**src/rtl/uart_rx_fsm_if.sv**
```systemverilog
// Signal bundle between the UART RX controller, its data sampling stage,
// the configuration source and the downstream byte consumer.
interface uart_rx_fsm_if #(
  parameter int DATA_WIDTH = 8
);
  logic                  RX_IN;
  logic [4:0]            prescale;
  logic                  PAR_EN;
  logic                  PAR_TYP;
  logic                  sampled_bit;
  logic                  data_sample_en;
  logic [4:0]            edge_count;
  logic [DATA_WIDTH-1:0] P_DATA;
  logic                  data_valid;
  logic                  parity_error;
  logic                  stop_error;
  logic                  busy;

  // Receiver side: consumes the line, config and sampler output.
  modport slave (
    input  RX_IN, prescale, PAR_EN, PAR_TYP, sampled_bit,
    output data_sample_en, edge_count, P_DATA, data_valid,
           parity_error, stop_error, busy
  );

  // Environment side: drives the line, config and sampler result.
  modport master (
    output RX_IN, prescale, PAR_EN, PAR_TYP, sampled_bit,
    input  data_sample_en, edge_count, P_DATA, data_valid,
           parity_error, stop_error, busy
  );
endinterface

```
**src/rtl/uart_rx_fsm.sv**
```systemverilog
// UART receive controller: start detection, bit timing, LSB-first
// deserialisation, parity and stop checking, byte delivery.
module uart_rx_fsm #(
  parameter int DATA_WIDTH = 8
) (
  input  logic          clk,
  input  logic          rst,
  uart_rx_fsm_if.slave  rx
);

  localparam int BW = $clog2(DATA_WIDTH + 1);

  typedef enum logic [2:0] {
    IDLE,
    START,
    DATA,
    PARITY,
    STOP
  } state_t;

  state_t                state;
  logic [4:0]            prescale_l;
  logic                  par_en_l;
  logic                  par_typ_l;
  logic [4:0]            edge_cnt;
  logic [BW-1:0]         bit_cnt;
  logic [DATA_WIDTH-1:0] shift_reg;
  logic                  bit_end;

  // Last clock of the current bit period.
  assign bit_end = (edge_cnt == (prescale_l - 5'd1));

  assign rx.edge_count = edge_cnt;

  // Frame FSM with registered outputs; all decisions taken at bit end.
  always_ff @(posedge clk) begin
    if (rst) begin
      // NOTE: the shift register is a handful of flops, not a memory, so
      // clearing it on reset is cheap and keeps a discarded frame invisible.
      state             <= IDLE;
      prescale_l        <= 5'd8;
      par_en_l          <= 1'b0;
      par_typ_l         <= 1'b0;
      edge_cnt          <= '0;
      bit_cnt           <= '0;
      shift_reg         <= '0;
      rx.data_sample_en <= 1'b0;
      rx.P_DATA         <= '0;
      rx.data_valid     <= 1'b0;
      rx.parity_error   <= 1'b0;
      rx.stop_error     <= 1'b0;
      rx.busy           <= 1'b0;
    end else begin
      // NOTE: every state register uses non-blocking assignment so all of
      // them update together from the values sampled at this edge.
      rx.data_valid <= 1'b0;
      if (state == IDLE) begin
        edge_cnt          <= '0;
        rx.data_sample_en <= 1'b0;
        if (!rx.RX_IN) begin
          state             <= START;
          prescale_l        <= (rx.prescale < 5'd8) ? 5'd8 : rx.prescale;
          par_en_l          <= rx.PAR_EN;
          par_typ_l         <= rx.PAR_TYP;
          rx.parity_error   <= 1'b0;
          rx.stop_error     <= 1'b0;
          rx.data_sample_en <= 1'b1;
          rx.busy           <= 1'b1;
        end
      end else begin
        edge_cnt <= bit_end ? 5'd0 : edge_cnt + 5'd1;
        if (bit_end) begin
          case (state)
            START: begin
              if (rx.sampled_bit) begin
                // Line went back high before mid-bit: treat as a glitch.
                state             <= IDLE;
                rx.data_sample_en <= 1'b0;
                rx.busy           <= 1'b0;
              end else begin
                state   <= DATA;
                bit_cnt <= '0;
              end
            end
            DATA: begin
              shift_reg <= {rx.sampled_bit, shift_reg[DATA_WIDTH-1:1]};
              bit_cnt   <= bit_cnt + 1'b1;
              if (bit_cnt == BW'(DATA_WIDTH - 1)) begin
                state <= par_en_l ? PARITY : STOP;
              end
            end
            PARITY: begin
              rx.parity_error <= (rx.sampled_bit != ((^shift_reg) ^ par_typ_l));
              state           <= STOP;
            end
            STOP: begin
              rx.stop_error <= ~rx.sampled_bit;
              if (!rx.parity_error && rx.sampled_bit) begin
                rx.P_DATA     <= shift_reg;
                rx.data_valid <= 1'b1;
              end
              state             <= IDLE;
              rx.data_sample_en <= 1'b0;
              rx.busy           <= 1'b0;
            end
            default: begin
              state             <= IDLE;
              rx.data_sample_en <= 1'b0;
              rx.busy           <= 1'b0;
            end
          endcase
        end
      end
    end
  end

endmodule

```
**src/flat_wrapper.sv**
```systemverilog
// flat-port wrapper written by rule: the top's interface ports become plain ports
module uart_rx_fsm_flat 
#(
  parameter int DATA_WIDTH = 8
)
  (clk, rst, rx_RX_IN, rx_prescale, rx_PAR_EN, rx_PAR_TYP, rx_sampled_bit, rx_data_sample_en, rx_edge_count, rx_P_DATA, rx_data_valid, rx_parity_error, rx_stop_error, rx_busy);
  uart_rx_fsm_if #(.DATA_WIDTH(DATA_WIDTH)) rx_i ();
  input  logic clk;
  input  logic rst;
  input wire logic [$bits(rx_i.RX_IN)-1:0] rx_RX_IN;
  input wire logic [$bits(rx_i.prescale)-1:0] rx_prescale;
  input wire logic [$bits(rx_i.PAR_EN)-1:0] rx_PAR_EN;
  input wire logic [$bits(rx_i.PAR_TYP)-1:0] rx_PAR_TYP;
  input wire logic [$bits(rx_i.sampled_bit)-1:0] rx_sampled_bit;
  output wire logic [$bits(rx_i.data_sample_en)-1:0] rx_data_sample_en;
  output wire logic [$bits(rx_i.edge_count)-1:0] rx_edge_count;
  output wire logic [$bits(rx_i.P_DATA)-1:0] rx_P_DATA;
  output wire logic [$bits(rx_i.data_valid)-1:0] rx_data_valid;
  output wire logic [$bits(rx_i.parity_error)-1:0] rx_parity_error;
  output wire logic [$bits(rx_i.stop_error)-1:0] rx_stop_error;
  output wire logic [$bits(rx_i.busy)-1:0] rx_busy;
  assign rx_i.RX_IN = rx_RX_IN;
  assign rx_i.prescale = rx_prescale;
  assign rx_i.PAR_EN = rx_PAR_EN;
  assign rx_i.PAR_TYP = rx_PAR_TYP;
  assign rx_i.sampled_bit = rx_sampled_bit;
  assign rx_data_sample_en = rx_i.data_sample_en;
  assign rx_edge_count = rx_i.edge_count;
  assign rx_P_DATA = rx_i.P_DATA;
  assign rx_data_valid = rx_i.data_valid;
  assign rx_parity_error = rx_i.parity_error;
  assign rx_stop_error = rx_i.stop_error;
  assign rx_busy = rx_i.busy;
  uart_rx_fsm #(.DATA_WIDTH(DATA_WIDTH)) u_core (.clk(clk), .rst(rst), .rx(rx_i));
endmodule
```
**config.mk**
```make
export PLATFORM = sky130hd
export DESIGN_NAME = uart_rx_fsm_flat
export DESIGN_NICKNAME = d
export VERILOG_FILES = /design/src/rtl/uart_rx_fsm_if.sv /design/src/rtl/uart_rx_fsm.sv /design/src/flat_wrapper.sv
export SDC_FILE = /design/constraint.sdc
export NUM_CORES = 1
export LEC_CHECK = 0
export ABC_AREA = 1
export CAP_MARGIN = 20
export CORE_AREA = 5 5 61 85
export CTS_CLUSTER_SIZE = 25
export DETAILED_ROUTE_END_ITERATION = 8
export DIE_AREA = 0 0 66 90
export HOLD_SLACK_MARGIN = 0.03
export PLACE_DENSITY = 0.84
export SLEW_MARGIN = 20
export SYNTH_ARGS = -nofsm -noshare
export SYNTH_HDL_FRONTEND = slang
export SYNTH_SLANG_ARGS = --single-unit
```
**constraint.sdc**
```tcl
create_clock -name clk -period 1.8 [get_ports clk]
set_input_delay 0.18 -clock clk [delete_from_list [all_inputs] [get_ports clk]]
set_output_delay 0.18 -clock clk [all_outputs]
set_load 0.01 [all_outputs]
```
After elaboration in Yosys (flattened, before gate mapping)
Index checks and enable logic that the tools add are counted.
- $add $sub $neg: 3
- $lt $le $gt $ge: 1
- bitwise operators: 6
- reductions and logical operators: 20
- mux-type cells: 25
- equality and inequality tests: 12
- operator list (operator ; count):
    3-bit 2-to-1 mux ; 5
    3-bit AND reduction ; 5
    1-bit 2-to-1 mux ; 14
    4-bit AND reduction ; 3
    3-bit case mux with 3 select lines ; 1
    4-bit case mux with 2 select lines ; 1
    2-bit nonzero test ; 4
    8-bit XOR reduction ; 1
    3-bit by 2-bit == test with 1-bit output (second input constant) ; 2
    5-bit by 1-bit adder with 5-bit output (second input constant) ; 1
    5-bit == test ; 1
    5-bit by 4-bit < comparator with 1-bit output (second input constant) ; 1
    5-bit 2-to-1 mux ; 1
    1-bit NOT ; 5
    5-bit by 1-bit subtractor with 5-bit output (second input constant) ; 1
    4-bit by 1-bit adder with 4-bit output (second input constant) ; 1
    4-bit by 3-bit == test with 1-bit output (second input constant) ; 1
    4-bit 2-to-1 mux ; 1
    2-bit != test (second input constant) ; 2
    4-bit OR reduction ; 1
    3-bit by 1-bit == test with 1-bit output (second input constant) ; 1
    3-bit == test (second input constant) ; 1
    3-bit logical NOT ; 1
    3-bit by 1-bit != test with 1-bit output (second input constant) ; 1
    other kinds (11) ; 11
- input port bits: 11
- bits in registers: 40
- word-level logic and storage cells: 80
- output and inout bits: 18

Logic depth before layout (Yosys ltp)
Gate-level depths: netlist (run 1).
- depth after elaboration: 6
- mapped depth: 14
- gate-level depth less buffers: 14

Least setup slack after synthesis (run 1)
OpenSTA, ideal clock, no wires.
- kind: register to register
- start point: reg u_core.prescale_l[0]
- end point: reg u_core.rx.P_DATA[0]
- arrival: 1551 ps
- stages on the path, launching flop included: 12
- slack: 117 ps
- period minus slack after synthesis: 1683 ps
- buffers on the path: 0
- library setup time: 132 ps
- data required time: 1668 ps
- path through: dfxtp_1 inv_2 ha_1 inv_1 nand2_1 nand2_1 nor2_2 nand3_2 nor2_4 nand3_1 nand2_1 a21oi_1
- longest elaborated chain between the ends: 3
- RTL lines (what ; line ; RTL):
    from (decl) ; uart_rx_fsm.sv:22 ; logic [4:0] prescale_l;
    from (signal assigned) ; uart_rx_fsm.sv:62 ; prescale_l <= (rx.prescale < 5'd8) ? 5'd8 : rx.prescale;
    5-bit by 1-bit subtractor with 5-bit output ; uart_rx_fsm.sv:31 ; assign bit_end = (edge_cnt == (prescale_l - 5'd1));
    5-bit == test ; uart_rx_fsm.sv:31 ;
    4-bit AND reduction (no source line) ; - ;
    to (signal assigned) ; uart_rx_fsm.sv:99 ; rx.P_DATA <= shift_reg;
    to (decl) ; uart_rx_fsm_if.sv:22 ; output data_sample_en, edge_count, P_DATA, data_valid,
No other way between the ends.
A chain may end at the register's enable or synchronous reset.

Final worst setup path (run 1)
- start point: reg u_core.prescale_l[0]
- end point: reg u_core.bit_cnt[0]
- longest elaborated chain between the ends: 3
- RTL lines (what ; line ; RTL):
    5-bit by 1-bit subtractor with 5-bit output ; uart_rx_fsm.sv:31 ;
    5-bit == test ; uart_rx_fsm.sv:31 ;
    4-bit AND reduction (no source line) ; - ;
    to (signal assigned) ; uart_rx_fsm.sv:87 ; bit_cnt <= bit_cnt + 1'b1;
    to (decl) ; uart_rx_fsm.sv:26 ; logic [BW-1:0] bit_cnt;
No other way between the ends.

==> flow_metrics.tcl, run 1 <==
set metrics [dict create \
    final_core_util_pct 60.7 \
    post-dp-hpwl_um 3440 \
    grt_pass1_vias 1883 \
    first_pass_iters 4 \
    maxCapViolCount 0 \
    fin_worst_skew_ns 0.00806 \
    fmax_mhz 576 \
    p_leak_nw 1.13 \
    p_per_area_nw_per_um2 1080 \
    via_count 2086 \
    drc 0 \
    area_growth_pct 29.8 \
    slew_headroom_pct 71.4 \
    synth_fp_nets 321 \
    crit_fanout 9 \
    drt-wirelength-per-cell_um 12.5 \
    antennaDiodeCount 0 \
    via_per_inst 5.10 \
    io_pins 29 \
    synth-async-reset-ratio_pct 0 \
    hp-class "flop to flop" \
    place.port_buffers 28 \
    finalCritPeriodShare_pct 96.4 \
    ir_drop_uv 857 \
    hold_viol 0 \
    synth_area_leaders "dfxtp_1 (39%), nand2_1 (16%), a21oi_1 (8.3%)" \
    yosysTopAreaCell "dfxtp_1" \
    die_area_um2 5940 \
    synth.avg_cell_area_um2 6.68 \
    final_antenna_net_count 0 \
    setup_viol 0 \
    synthDistinctLibCells 24 \
    cts_hold_buf 0 \
    gp_congestion 0.850 \
    yosysTopAreaCellShare_pct 39.0 \
    grt_usage_pct 17.1 \
    chipWidth_um 66 \
    initial_core_util_pct 46.7 \
    worst_pin_slew_ns 0.428 \
    yosysSeqAreaShare_pct 39.0 \
    overflow 0 \
    synthFlopType "dfxtp_1" \
    status "complete, no violations" \
    cts_root_buffer "clkbuf_8" \
    routed_wl_um 5100 \
    ys_warn_count 0 \
    critPathCaptureType "flop" \
    grt_first_pass_wirelength_um 8120 \
    grt_max_degree 23 \
    nets 360 \
    numCtsBuffers 5 \
    cts_tree "done" \
    synth_edf_count 0 \
    path_class "flop to flop" \
    std_cell_rows 29 \
    worst_ep_arrival_time_ns 1.98 \
    drt_iter0_drc 131 \
    core_um2 4390 \
    synth.most_common_cell "nand2_1" \
    fin_crit_ns 1.74 \
    setup_tns_ns 0 \
    cp.required_ns 2.04 \
    insertion_delay_ns 0.30 \
    cts_buffer_depth 2 \
    syn-cell-area_um2 2050 \
    final_max_slew_viol_count 0 \
    netlist_instances 307 \
    ys_top_cells_by_count "nand2_1 (86), dfxtp_1 (40), inv_1 (39)" \
    start_kind "flop" \
    cts.sinks 40 \
    ctsHtreeMaxLevel 2 \
    synth_seq_cells 40 \
    drive_gt1_share_pct 11.2 \
    antenna_found_initial 0 \
    clk_pin_slew_ns 0.08 \
    die_y_um 90 \
]
[worst paths after layout]
path | start | slack, ns | cells past startpoint | to
worst max-delay path | u_core.prescale_l[0] | 0.06 | 14 | u_core.bit_cnt[0]
worst min-delay path | u_core.rx.busy | 0.46 | 2 | u_core.rx.busy
worst min register to register | u_core.rx.busy | 0.46 | 2 | u_core.rx.busy
worst max register to register | u_core.prescale_l[0] | 0.06 | 14 | u_core.bit_cnt[0]
[per-stage QoR]
step	worst slack [ns]	cells	instance area [um^2]	power, mW	hold WS, ns
finish	0.0639	409	2660	2.89	0.462
global placement	0.0570	398	2430	2.02	0.451
floorplan	0.117	307	2050	1.77	0.249
global route	-0.0323	409	2660	3.09	0.503
CTS	-0.0150	406	2540	2.79	0.468
detailed placement	-0.0270	398	2430	2.04	0.454
[logic make-up after synthesis]
group                      after synthesis  synth area share [%]
buffers and inverters                   49                  10.0
adders and majority gates                3                  1.83
xor gates and xnor gates                 8                  3.41
AOI/OAI and AO/OA                       44                  10.9
and+or+nand+nor                        163                  34.9
DFF                                     40                  39.0
[cell usage in the layout (no fill, tap or decap), types with 3 or more instances in the layout]
cell type	Yosys	routed
inv_1	39	37
nor2_1	25	25
a21oi_1	34	34
clkdlybuf4s50_1	0	28
dfxtp_1	40	38
nand2_1	86	84
nand3_1	30	28
buf_4	1	7
o21ai_0	9	9
xor2_1	5	5
nand2_2	2	3
nand4_1	11	11
clkbuf_8	0	5
inv_2	2	4
xnor2_1	3	3
[critical path: stages (launching register included)]
cell and delay [ns]:
dfxtp_2 0.34, inv_2 0.05, ha_4 0.25, inv_1 0.03, nand2_1 0.04, nand2_1 0.05
nor2_2 0.12, nand3_2 0.11, nor2_4 0.14, buf_12 0.14, buf_6 0.12, nand2_8 0.07
nand2_2 0.07, nand2_1 0.04, nor2_1 0.10
[power by group]
part	switching, mW	leakage [nW]	internal [mW]	total (mW)
Clock	0.331	0.0541	0.410	0.741
Sequential	0.0850	0.326	0.982	1.07
Combinational	0.687	0.753	0.395	1.08
Total	1.10	1.13	1.79	2.89
[timing repair]
action | in CTS | in global routing
buffers inserted | 0 | 2
setup endpoints to repair | 9 | 27
gates cloned | 0 | 1
pin swaps | 0 | 5
resized for setup | 1 | 17
hold endpoints to repair | 0 | 0
[per-layer routing]
metal / track usage (%) / wire length, um / vias to the layer above / part of all wire (%)
li1: - / - / 1067 / -
met1: 20.2 / 2310 / 963 / 45
met2: 28.5 / 2540 / 47 / 50
met3: 4.11 / 156 / 9 / 3.1
met4: 7.46 / 95 / 0 / 1.9
met5: 0 / 0 / - / 0
[cell type report]
class	instances	area [um^2]
fill	389	1730
multi-input combinational	218	1100
sequential	40	803
timing repair buffer	40	415
inverter	41	154
tap	62	77.6
clock buffer	5	68.8
clock inverter	3	42.5
Power figures use the tool's default switching activity.
==> run 2, diff against run 1 <==
--- a/config.mk
+++ b/config.mk
@@ -5,14 +5,14 @@
 export SDC_FILE = /design/constraint.sdc
 export NUM_CORES = 1
 export LEC_CHECK = 0
-export ABC_AREA = 1
+export ABC_AREA = 0
 export CAP_MARGIN = 20
-export CORE_AREA = 5 5 61 85
+export CORE_AREA = 5 5 59 83
 export CTS_CLUSTER_SIZE = 25
 export DETAILED_ROUTE_END_ITERATION = 8
-export DIE_AREA = 0 0 66 90
+export DIE_AREA = 0 0 64 88
 export HOLD_SLACK_MARGIN = 0.03
-export PLACE_DENSITY = 0.84
+export PLACE_DENSITY = 0.83
 export SLEW_MARGIN = 20
 export SYNTH_ARGS = -nofsm -noshare
 export SYNTH_HDL_FRONTEND = slang
==> run 2 against run 1 <==
Effect of this change:
- the flow now finishes with violations (negative setup slack)
- routed wire length is 10% lower
- sequential share of layout area is 0.99 points higher
- clock skew down 0.0034 ns
- cell area down 3.2%
- critical path type unchanged
==> flow_metrics.tcl, run 2 <==
set metrics [dict create \
    status "finished, violations left" \
    violations "negative setup slack" \
    post-dp-hpwl_um 3090 \
    crit_family "compound AO/OA/AOI/OAI gates" \
    ys_top_cells_by_count "dfxtp_1 (40), a21oi_1 (26), nor2_1 (18)" \
    clk_pin_slew_ns 0.08 \
    area_growth_pct 36.9 \
    yosysTopAreaCellShare_pct 42.5 \
    initial_core_util_pct 45.9 \
    layout.cells.non_filler 308 \
    worst-path-stages 8 \
    chipWidth_um 64 \
    synthFlopType "dfxtp_1" \
    nFillCells 336 \
    fmax_mhz 543 \
    crit_start "u_core.prescale_l[0]" \
    antennaDiodeCount 0 \
    core_um2 4100 \
    fin_worst_skew_ns 0.00466 \
    routed_wl_um 4580 \
    critPathCaptureType "flop" \
    rrSetupSlack_ns -0.04 \
    drt_iter0_drc 43 \
    final_common_cell "dfxtp_1" \
    overflow 0 \
    layout_common_cells "dfxtp_1 (38), clkdlybuf4s50_1 (28), a21oi_1 (23)" \
    final_antenna_net_count 0 \
    hold_ws_ns 0.433 \
    final_core_util_pct 62.9 \
    netlist_instances 215 \
    place.port_buffers 28 \
    timing.rr.end "u_core.bit_cnt[0]" \
    ir_drop_uv 823 \
    r2r_start "u_core.prescale_l[0]" \
    crit_path_cell_trace "inv_2, ha_4, xor2_1, o211a_1, o211ai_2, buf_4, or3_4, a21oi_2" \
    dp_slack_ns -0.0906 \
    ctsHtreeMaxLevel 2 \
    synth_fp_nets 229 \
    yosysSeqAreaShare_pct 42.5 \
    synthDistinctLibCells 44 \
    p_leak_nw 1.03 \
    grt_pass1_vias 1618 \
    critPathBufInv 2 \
    cts_tree "done" \
    rsz0062_at_grt "yes" \
    path_class "flop to flop" \
    cts_root_buffer "clkbuf_8" \
    synth.most_common_cell "dfxtp_1" \
    synth-async-reset-ratio_pct 0 \
    std_cell_rows 28 \
    io_pins 29 \
    grt_max_degree 27 \
    synth_seq_cells 40 \
    gp_congestion 0.847 \
    drc 0 \
    drt-wirelength-per-cell_um 14.9 \
    via_count 1719 \
    synth_area_leaders "dfxtp_1 (43%), a21oi_1 (6.9%), mux2i_1 (5.3%)" \
    nets 276 \
    hold_viol 0 \
    fin_crit_ns 1.84 \
    p_per_area_nw_per_um2 909 \
    cts.sinks 40 \
    cp_slowest_stage_delay_ns 0.34 \
    via_per_inst 5.58 \
    endpoint "u_core.bit_cnt[0]" \
    yosysTopAreaCell "dfxtp_1" \
    final_max_slew_viol_count 0 \
    die_area_um2 5630 \
    synth.avg_cell_area_um2 8.76 \
    power_mw 2.34 \
    syn-cell-area_um2 1880 \
    slew_headroom_pct 69.4 \
    worst_ep_arrival_time_ns 2.08 \
    synth_edf_count 0 \
    insertion_delay_ns 0.30 \
    cp.required_ns 2.04 \
    setup_viol 12 \
    maxCapViolCount 0 \
    setup_ws_ns -0.0415 \
    die_y_um 88 \
    drive_gt1_share_pct 21.7 \
    grt_usage_pct 15.8 \
    numCtsBuffers 5 \
    hp-class "primary input to flop" \
    dp.cells 298 \
    grt_first_pass_wirelength_um 7020 \
    worst_pin_slew_ns 0.459 \
    finalCritPeriodShare_pct 102 \
    start_kind "flop" \
    cts_buffer_depth 2 \
    critPathSlowestCell "dfxtp_2" \
    reg2reg_depth 8 \
    crit_fanout 4 \
    first_pass_iters 4 \
    antenna_found_initial 0 \
    ys_warn_count 0 \
]
run 2: cell families after synthesis:
logic type | Yosys count | share of synthesized area [%]
AND/OR/NAND/NOR | 76 | 20.8
flip-flops | 40 | 42.5
AO/OA/AOI/OAI | 52 | 16.5
adder cells (fa/ha/maj) | 3 | 1.99
multiplexers | 10 | 5.32
XOR/XNOR | 17 | 9.04
buffers and inverters | 17 | 3.85
run 2: worst reg2reg max path, cell delays in order, from the launching register on:
cell and delay (ns):
dfxtp_2 0.34, inv_2 0.04, ha_4 0.25, xor2_1 0.15
o211a_1 0.22, o211ai_2 0.15, buf_4 0.18, or3_4 0.33
a21oi_2 0.13
run 2: worst min path at each step:
stage / startpoint / endpoint / slack (ns) / depth (start not counted)
2_1_floorplan: rx_PAR_EN / u_core.par_en_l / 0.32 / 2
3_3_place_gp: u_core.par_typ_l / u_core.par_typ_l / 0.46 / 2
3_5_place_dp: u_core.par_en_l / u_core.par_en_l / 0.46 / 2
4_1_cts: rx_PAR_TYP / u_core.par_typ_l / 0.43 / 3
5_1_grt: rx_PAR_TYP / u_core.par_typ_l / 0.45 / 3
6_report: rx_PAR_TYP / u_core.par_typ_l / 0.43 / 3
run 2: metrics by stage:
| stage | setup TNS, ns | area (um^2) |
|---|---|---|
| detailed placement | -0.233 | 2350 |
| global placement | -0.0227 | 2350 |
| CTS | -0.0382 | 2500 |
| floorplan | 0 | 1890 |
| global route | -1.41 | 2580 |
| finish | -0.238 | 2580 |
run 2: what timing repair did:
| item | CTS | global route |
|---|---|---|
| pin swaps | 7 | 9 |
| hold endpoints to repair | 0 | 0 |
| setup buffers | 2 | 0 |
| gates resized for setup | 5 | 17 |
| endpoints found under the setup margin | 5 | 23 |
| hold buffers | 0 | 0 |
run 2: area by class of cell:
class	count	area (um^2)	share of cell area, %
Tap cell	45	56.3	2.18
Clock inverter	3	46.3	1.80
Inverter	5	18.8	0.728
Sequential cell	40	803	31.1
Multi-Input combinational cell	158	1100	42.8
Timing Repair Buffer	52	480	18.6
Clock buffer	5	68.8	2.67
run 2: power breakdown:
| group | internal, mW | switching [mW] | total, mW | leakage, nW |
|---|---|---|---|---|
| Sequential | 0.933 | 0.0345 | 0.968 | 0.325 |
| Clock | 0.418 | 0.334 | 0.752 | 0.0548 |
| Combinational | 0.266 | 0.358 | 0.624 | 0.648 |
| Total | 1.62 | 0.727 | 2.34 | 1.03 |
run 2: per-layer routing:
layer,track usage [%],vias up,routed length (um)
met4,8.13,0,136
met5,0,-,0
li1,-,848,-
met2,29.0,36,2440
met3,3.21,11,161
met1,16.7,824,1840
==> run 3, diff against run 2 <==
--- a/config.mk
+++ b/config.mk
@@ -6,11 +6,11 @@
 export NUM_CORES = 1
 export LEC_CHECK = 0
 export ABC_AREA = 0
-export CAP_MARGIN = 20
 export CORE_AREA = 5 5 59 83
 export CTS_CLUSTER_SIZE = 25
 export DETAILED_ROUTE_END_ITERATION = 8
 export DIE_AREA = 0 0 64 88
+export GPL_ROUTABILITY_DRIVEN = 0
 export HOLD_SLACK_MARGIN = 0.03
 export PLACE_DENSITY = 0.83
 export SLEW_MARGIN = 20
==> results of run 3 <==
The final DEF is identical to that of run 2; final timing and power are the same.
